[config.mk]
export PLATFORM = sky130hd
export DESIGN_NAME = ca_word_sampler
export DESIGN_NICKNAME = d
export VERILOG_FILES = /design/src/rtl/ca_word_sampler.sv
export SDC_FILE = /design/constraint.sdc
export NUM_CORES = 1
export LEC_CHECK = 0
export CAP_MARGIN = 20
export CORE_ASPECT_RATIO = 0.75
export CORE_MARGIN = 4
export CORE_UTILIZATION = 45
export DETAILED_ROUTE_END_ITERATION = 8
export PLACE_DENSITY = 0.87
export REMOVE_ABC_BUFFERS = 1
export SLEW_MARGIN = 20
export SYNTH_ARGS = -nofsm -noshare
export SYNTH_HDL_FRONTEND = slang
export SYNTH_SLANG_ARGS = --single-unit
[constraint.sdc]
create_clock -name clk -period 1.75 [get_ports clk]
set_input_delay 0.525 -clock clk [delete_from_list [all_inputs] [get_ports clk]]
set_output_delay 0.525 -clock clk [all_outputs]
set_load 0.1 [all_outputs]
[src/rtl/ca_word_sampler.sv]
// ca_word_sampler: drives an external cellular automaton (seed load + step
// enable) and assembles OUT_WIDTH-bit words from one of its cells. After every
// seed load a fixed number of CA steps is discarded, then bits are collected
// MSB-first and handed out on a valid/ready interface. All outputs registered.
module ca_word_sampler #(
    parameter int                  CA_WIDTH     = 16,
    parameter int                  OUT_WIDTH    = 32,
    parameter int                  TAP          = CA_WIDTH / 2,
    parameter int                  WARMUP       = 8,
    parameter logic [CA_WIDTH-1:0] DEFAULT_SEED = {(CA_WIDTH / 2){2'b01}}
) (
    input  logic                 clk,
    input  logic                 rst,
    input  logic                 seed_load,
    input  logic [CA_WIDTH-1:0]  seed,
    input  logic [CA_WIDTH-1:0]  ca_state,
    output logic                 ca_load,
    output logic [CA_WIDTH-1:0]  ca_set,
    output logic                 ca_ce,
    output logic [OUT_WIDTH-1:0] out_data,
    output logic                 out_valid,
    input  logic                 out_ready,
    output logic                 busy,
    output logic [15:0]          word_count
);

    // Bit counter must be able to hold OUT_WIDTH itself (value while in HOLD).
    localparam int BW = $clog2(OUT_WIDTH + 1);

    typedef enum logic [1:0] {
        S_SEED,
        S_WARMUP,
        S_COLLECT,
        S_HOLD
    } state_t;

    state_t               state_reg;
    logic                 reseed_reg;
    logic [7:0]           warm_cnt_reg;
    logic [BW-1:0]        bit_cnt_reg;
    logic [OUT_WIDTH-1:0] shift_reg;
    logic [OUT_WIDTH-1:0] shift_next;

    // Shift register with the pre-step tap value appended at the LSB, so the
    // earliest sampled bit migrates up to the MSB of the finished word.
    always_comb begin
        shift_next    = shift_reg << 1;
        shift_next[0] = ca_state[TAP];
    end

    // Main sequencer: reset, then reseed requests, then the per-state work.
    // Every output is assigned here so none of them is combinational.
    always_ff @(posedge clk) begin
        if (rst) begin
            state_reg    <= S_SEED;
            // Reset itself is followed by one genuine SEED cycle, so the
            // reset-to-first-word timing matches reseed-to-first-word timing.
            reseed_reg   <= 1'b1;
            warm_cnt_reg <= '0;
            bit_cnt_reg  <= '0;
            shift_reg    <= '0;
            ca_load      <= 1'b1;
            ca_set       <= DEFAULT_SEED;
            ca_ce        <= 1'b0;
            out_valid    <= 1'b0;
            out_data     <= '0;
            word_count   <= '0;
            busy         <= 1'b1;
        end else if (seed_load) begin
            // Reseeding wins over everything, including a pending handshake;
            // any partially assembled or waiting word is abandoned.
            state_reg    <= S_SEED;
            reseed_reg   <= 1'b0;
            warm_cnt_reg <= '0;
            bit_cnt_reg  <= '0;
            shift_reg    <= '0;
            ca_load      <= 1'b1;
            ca_set       <= (seed == '0) ? DEFAULT_SEED : seed;
            ca_ce        <= 1'b0;
            out_valid    <= 1'b0;
            busy         <= 1'b1;
        end else begin
            case (state_reg)
                S_SEED: begin
                    if (reseed_reg) begin
                        // First cycle after reset: keep presenting the seed.
                        reseed_reg <= 1'b0;
                    end else if (WARMUP == 0) begin
                        state_reg   <= S_COLLECT;
                        bit_cnt_reg <= '0;
                        ca_load     <= 1'b0;
                        ca_ce       <= 1'b1;
                    end else begin
                        state_reg    <= S_WARMUP;
                        warm_cnt_reg <= 8'(WARMUP);
                        ca_load      <= 1'b0;
                        ca_ce        <= 1'b1;
                    end
                end
                S_WARMUP: begin
                    // CA keeps stepping; leave after the last discarded step.
                    warm_cnt_reg <= warm_cnt_reg - 8'd1;
                    if (warm_cnt_reg == 8'd1) begin
                        state_reg   <= S_COLLECT;
                        bit_cnt_reg <= '0;
                    end
                end
                S_COLLECT: begin
                    shift_reg   <= shift_next;
                    bit_cnt_reg <= bit_cnt_reg + 1'b1;
                    if (bit_cnt_reg == BW'(OUT_WIDTH - 1)) begin
                        state_reg <= S_HOLD;
                        out_data  <= shift_next;
                        out_valid <= 1'b1;
                        ca_ce     <= 1'b0;
                        busy      <= 1'b0;
                    end
                end
                S_HOLD: begin
                    // CA is frozen here, so the next word continues the
                    // trajectory exactly where this one stopped.
                    if (out_ready) begin
                        state_reg   <= S_COLLECT;
                        bit_cnt_reg <= '0;
                        word_count  <= word_count + 16'd1;
                        out_valid   <= 1'b0;
                        ca_ce       <= 1'b1;
                        busy        <= 1'b1;
                    end
                end
                default: begin
                    state_reg <= S_SEED;
                    ca_load   <= 1'b1;
                    ca_ce     <= 1'b0;
                    out_valid <= 1'b0;
                    busy      <= 1'b1;
                end
            endcase
        end
    end

endmodule

=== Yosys cells after proc, flatten, opt, wreduce, memory -nomap -nowiden ===
Index checks and enable logic that the tools add are counted.
W data, S select, Z words.

* Bitwise operators: 2
* Muxes and demuxes: 21
* Equality and inequality tests: 9
* Add/subtract/negate cells: 3
* Reductions and logical operators: 16

{| class="wikitable"
|+ Operator list
! operator !! number
|-
| $pmux W6 S3 || 1
|-
| $add A16 B1 Y16 const B || 1
|-
| $logic_not A16 Y1 || 1
|-
| $mux W16 || 1
|-
| $pmux W8 S2 || 1
|-
| $mux W6 || 2
|-
| $reduce_and A3 Y1 || 4
|-
| $eq A8 B1 Y1 const B || 1
|-
| $mux W2 || 4
|-
| $mux W8 || 1
|-
| $ne A2 B2 Y1 const B || 4
|-
| $pmux W2 S4 || 1
|-
| $reduce_and A4 Y1 || 2
|-
| $sub A8 B1 Y8 const B || 1
|-
| $mux W1 || 7
|-
| $add A6 B1 Y6 const B || 1
|-
| $eq A6 B5 Y1 const B || 1
|-
| $reduce_bool A2 Y1 || 3
|-
| $reduce_bool A3 Y1 || 2
|-
| $eq A2 B2 Y1 const B || 2
|-
| $pmux W1 S2 || 2
|-
| $reduce_and A2 Y1 || 2
|-
| $pmux W1 S3 || 1
|-
| $eq A2 B1 Y1 const B || 1
|-
| 3 further kinds || 4
|}

* Input port bits: 36
* Word-level logic and storage cells: 63
* Output and inout bits: 68
* Register bits after elaboration: 116

=== Longest topological paths before layout ===
* Word-level depth: 3
* Depth in mapped cells: 7
* Depth with buffers taken out: 6

=== Least setup slack after synthesis ===
Ideal clock, no wire load.

* Path kind: reg-to-reg
* Start point: register word_count[3]
* End point: register word_count[15]
* Cell stages (with the launch flop): 6
* Clock period less this slack: 2.361 ns
* Arrival: 2.291 ns
* Required time: 1.680 ns
* Path buffers: 1
* Path slack: -0.611 ns
* Cells stage by stage: dfxtp_1 -> and4_1 -> buf_2 -> nand4_1 -> or4_1 -> a21oi_1

* Cells in the longest elaborated chain, start to end: 1

{| class="wikitable"
|+ Ends and longest elaborated chain
! what !! line !! source
|-
| start, declared || 24 || <nowiki>output logic [15:0] word_count</nowiki>
|-
| start signal, assigned || 125 || <nowiki>word_count <= word_count + 16'd1;</nowiki>
|-
| $add A16 B1 Y16 || 125 ||
|}

Every way passes these cells.
A chain may end at the register's enable or synchronous reset.

=== Worst setup path in the final report ===
* Start point: register bit_cnt_reg[1]
* End point: register out_data[31]

* Cells in the longest elaborated chain, start to end: 2

{| class="wikitable"
|+ Ends and longest elaborated chain
! what !! line !! source
|-
| start, declared || 40 || <nowiki>logic [BW-1:0] bit_cnt_reg;</nowiki>
|-
| start signal, assigned || 110 || <nowiki>bit_cnt_reg <= bit_cnt_reg + 1'b1;</nowiki>
|-
| $eq A6 B5 Y1 || 111 || <nowiki>if (bit_cnt_reg == BW'(OUT_WIDTH - 1)) begin</nowiki>
|-
| $reduce_and A3 Y1 (no line) || -- ||
|-
| end signal, assigned || 113 || <nowiki>out_data <= shift_next;</nowiki>
|-
| end, declared || 20 || <nowiki>output logic [OUT_WIDTH-1:0] out_data,</nowiki>
|}

Every way passes these cells.

==> impl_metrics.tcl <==
set metrics [dict create \
    status "complete, but fails checks" \
    violations "negative setup slack" \
    period_share_pct 102 \
    clk-insertion-delay-late_ns 0.42 \
    synth.yosys.seq_area_share_pct 51.4 \
    worstSetupStartpointType "flop" \
    rsz0062_at_grt "true" \
    min_delay_path_depth 2 \
    cts_root_buf "clkbuf_16" \
    clockBufferDepth 2 \
    reg2regPathDepth 8 \
    critPathMaxFanout 8 \
    r2r_slack_ns -0.04 \
    r2r-start "bit_cnt_reg[1]" \
    syn_area_um2 4520 \
    crit_chain "ha_4 > nand4_1 > buf_4 > nor4_4 > buf_6 > buf_12 > nand2_1 > a21oi_2" \
    drcViolationCount 0 \
    yosys_warnings 0 \
    antenna_found_initial 1 \
    crit_required_ns 2.09 \
    antenna_cells 0 \
    gp_congestion 0.849 \
    max-cap-violations 0 \
    grt_use_total_pct 24.1 \
    pin_count 104 \
    fmax_mhz 558 \
    end_kind "flop" \
    numCtsBuffers 17 \
    seq_area_um2 2330 \
    skew_ns 0.0109 \
    final_nets 695 \
    worst-slew-pin-transition_ns 0.711 \
    drt_iter0_markers 434 \
    post-place-cells 758 \
    finalSetupViolCount 4 \
    grt_pass1_wl_mm 21.9 \
    slew_headroom_pct 52.6 \
    layout.cells.non_filler 800 \
    hp-start "shift_reg[6]" \
    finalPower_mw 6.69 \
    start_util_pct 46.4 \
    io_buffers 88 \
    powerDensity_nw_per_um2 917 \
    cts_tree "built" \
    critPathMaxStageDelay_ns 0.36 \
    drive_gt1_share_pct 29.5 \
    synth_edf_count 0 \
    grt_max_degree 58 \
    die_y_um 94.8 \
    slew_violations 0 \
    via_count 4556 \
    p_leak_nw 2.63 \
    grt_pass1_vias 4439 \
    drtAntennaViolNets 0 \
    layout_setup_ws_ns -0.0419 \
    yosys_most_used_dff "dfxtp_1" \
    startpoint "bit_cnt_reg[1]" \
    die_w_um 124 \
    r2r_end "out_data[31]" \
    wl_per_cell_um 18.1 \
    hold-path-endpoint "out_data[7]" \
    area_growth_pct 61.6 \
    synth_cells 535 \
    vias_per_cell 5.70 \
    peakVddDrop_uv 738 \
    wirelength_mm 14.5 \
    finalHoldViolations 0 \
    place_hpwl_mm 8.61 \
    syn_avg_cell_area_um2 8.45 \
    largest_reg_flops 32 \
    synthArstFlopShare_pct 0 \
    worstSetupPathType "flop to flop" \
    fin_crit_ns 1.79 \
    h-tree-depth 4 \
    clock-sinks 116 \
    ys_types 50 \
    ys_seq_elements 116 \
    dpl_cell_area_um2 6430 \
    drt-pass1-iter-count 5 \
    hp-class "flop to flop" \
    clk_pin_slew_worst_paths_ns 0.06 \
    cpMaxStageDelayCell "dfxtp_4" \
    fill_cells 594 \
    die-area_um2 11700 \
    final_area_um2 7300 \
    core_um2 9740 \
    multiInputGateArea_um2 2180 \
    rows 31 \
    grt_overflow 0 \
    cp.arrival_ns 2.13 \
]
-- power by group --
part,internal [mW],switching (mW),total (mW)
Clock,2.14,1.31,3.45
Sequential,2.67,0.0392,2.71
Combinational,0.211,0.325,0.536
-- metal layers --
metal  global-route usage (%)  vias up  part of all wire (%)
met3                     6.77       63                   8.2
met4                     13.0        2                   3.7
met1                     27.0     2175                    38
met5                        0        -                 0.076
met2                     41.6      247                    50
li1                         -     2069                     -
-- area by class of cell --
class                   instances  area share, %
inverters                       3          0.154
clock inverters                14           2.07
well taps                     132           2.26
flip-flops and latches        116           32.0
repair buffers                138           27.6
multi-input cells             379           29.9
clock buffers                  18           6.02
-- repair_timing --
action                                  CTS  global route
buffers inserted                          2             5
cloned                                    0             3
gates resized for setup                  15            34
endpoints found under the setup margin   20            39
pin swaps                                 9            13
hold buffers                              0             0
-- worst max-delay path, delay by kind of cell (launching register included) --
kind / cells / cell delay (ns)
simple gates: 3 / 0.53
buf+inv: 3 / 0.52
flops: 1 / 0.36
compound gates: 1 / 0.16
fa+ha+maj: 1 / 0.14
-- cell usage after synthesis (all sizes together) (8+ instances only) --
| master | instances | area [µm²] |
|---|---|---|
| buf | 13 | 68.8 |
| o22a | 8 | 70.1 |
| dfxtp | 116 | 2320 |
| nand3 | 11 | 55.1 |
| a21oi | 81 | 405 |
| nand2 | 144 | 541 |
| o21ai | 10 | 50.1 |
| nor2 | 31 | 116 |
| mux2i | 8 | 80.1 |
| clkbuf | 24 | 90.1 |
-- logic make-up after synthesis --
logic type	after synthesis	share of synthesized area [%]
fa+ha+maj	4	1.11
xor+xnor	10	1.94
compound gates	115	14.7
flops	116	51.4
simple gates	239	24.6
buf+inv	40	3.77
mux	11	2.52
-- metrics by stage --
step / setup TNS, ns / hold slack (ns) / worst slack (ns) / utilization [%]
finish: -0.0834 / 0.469 / -0.0419 / 75.0
CTS: 0 / 0.473 / 0.00965 / 72.8
floorplan: -57.69 / 0.426 / -1.33 / -
detailed placement: -41.39 / 0.459 / -0.481 / 66.0
global route: -0.985 / 0.487 / -0.0836 / 75.0
global placement: -37.25 / 0.439 / -0.453 / 66.0
-- cells in the final DEF (no fill, tap or decap), types with 3 or more instances in the layout --
cell type        instances
dfxtp_2                  6
inv_6                    3
nor2_1                  31
clkinvlp_4               5
or4_1                    5
o21ai_0                 10
clkbuf_16               19
mux2i_1                  8
nor4_1                   5
or3_1                    7
xnor2_1                  4
buf_4                   41
buf_6                    4
nand3b_1                 3
nor3_1                   3
nand3_1                 11
clkdlybuf4s50_1         17
a21oi_2                 12
nand2_2                  3
buf_12                  71
nand2_1                139
o31ai_1                  3
o22a_1                   8
nand2b_1                 4
a21oi_1                 68
nand4_1                  5
xor2_1                   6
dfxtp_1                109
-- worst max-delay path by stage --
stage	end	cells past startpoint	slack, ns
4_1_cts	bit_cnt_reg[2]	6	0.01
3_3_place_gp	word_count[15]	5	-0.45
3_5_place_dp	bit_cnt_reg[5]	5	-0.48
6_report	out_data[31]	8	-0.04
2_1_floorplan	out_data[0]	4	-1.33
5_1_grt	out_data[31]	8	-0.08
Note: power is estimated with default switching activity, not from simulation.
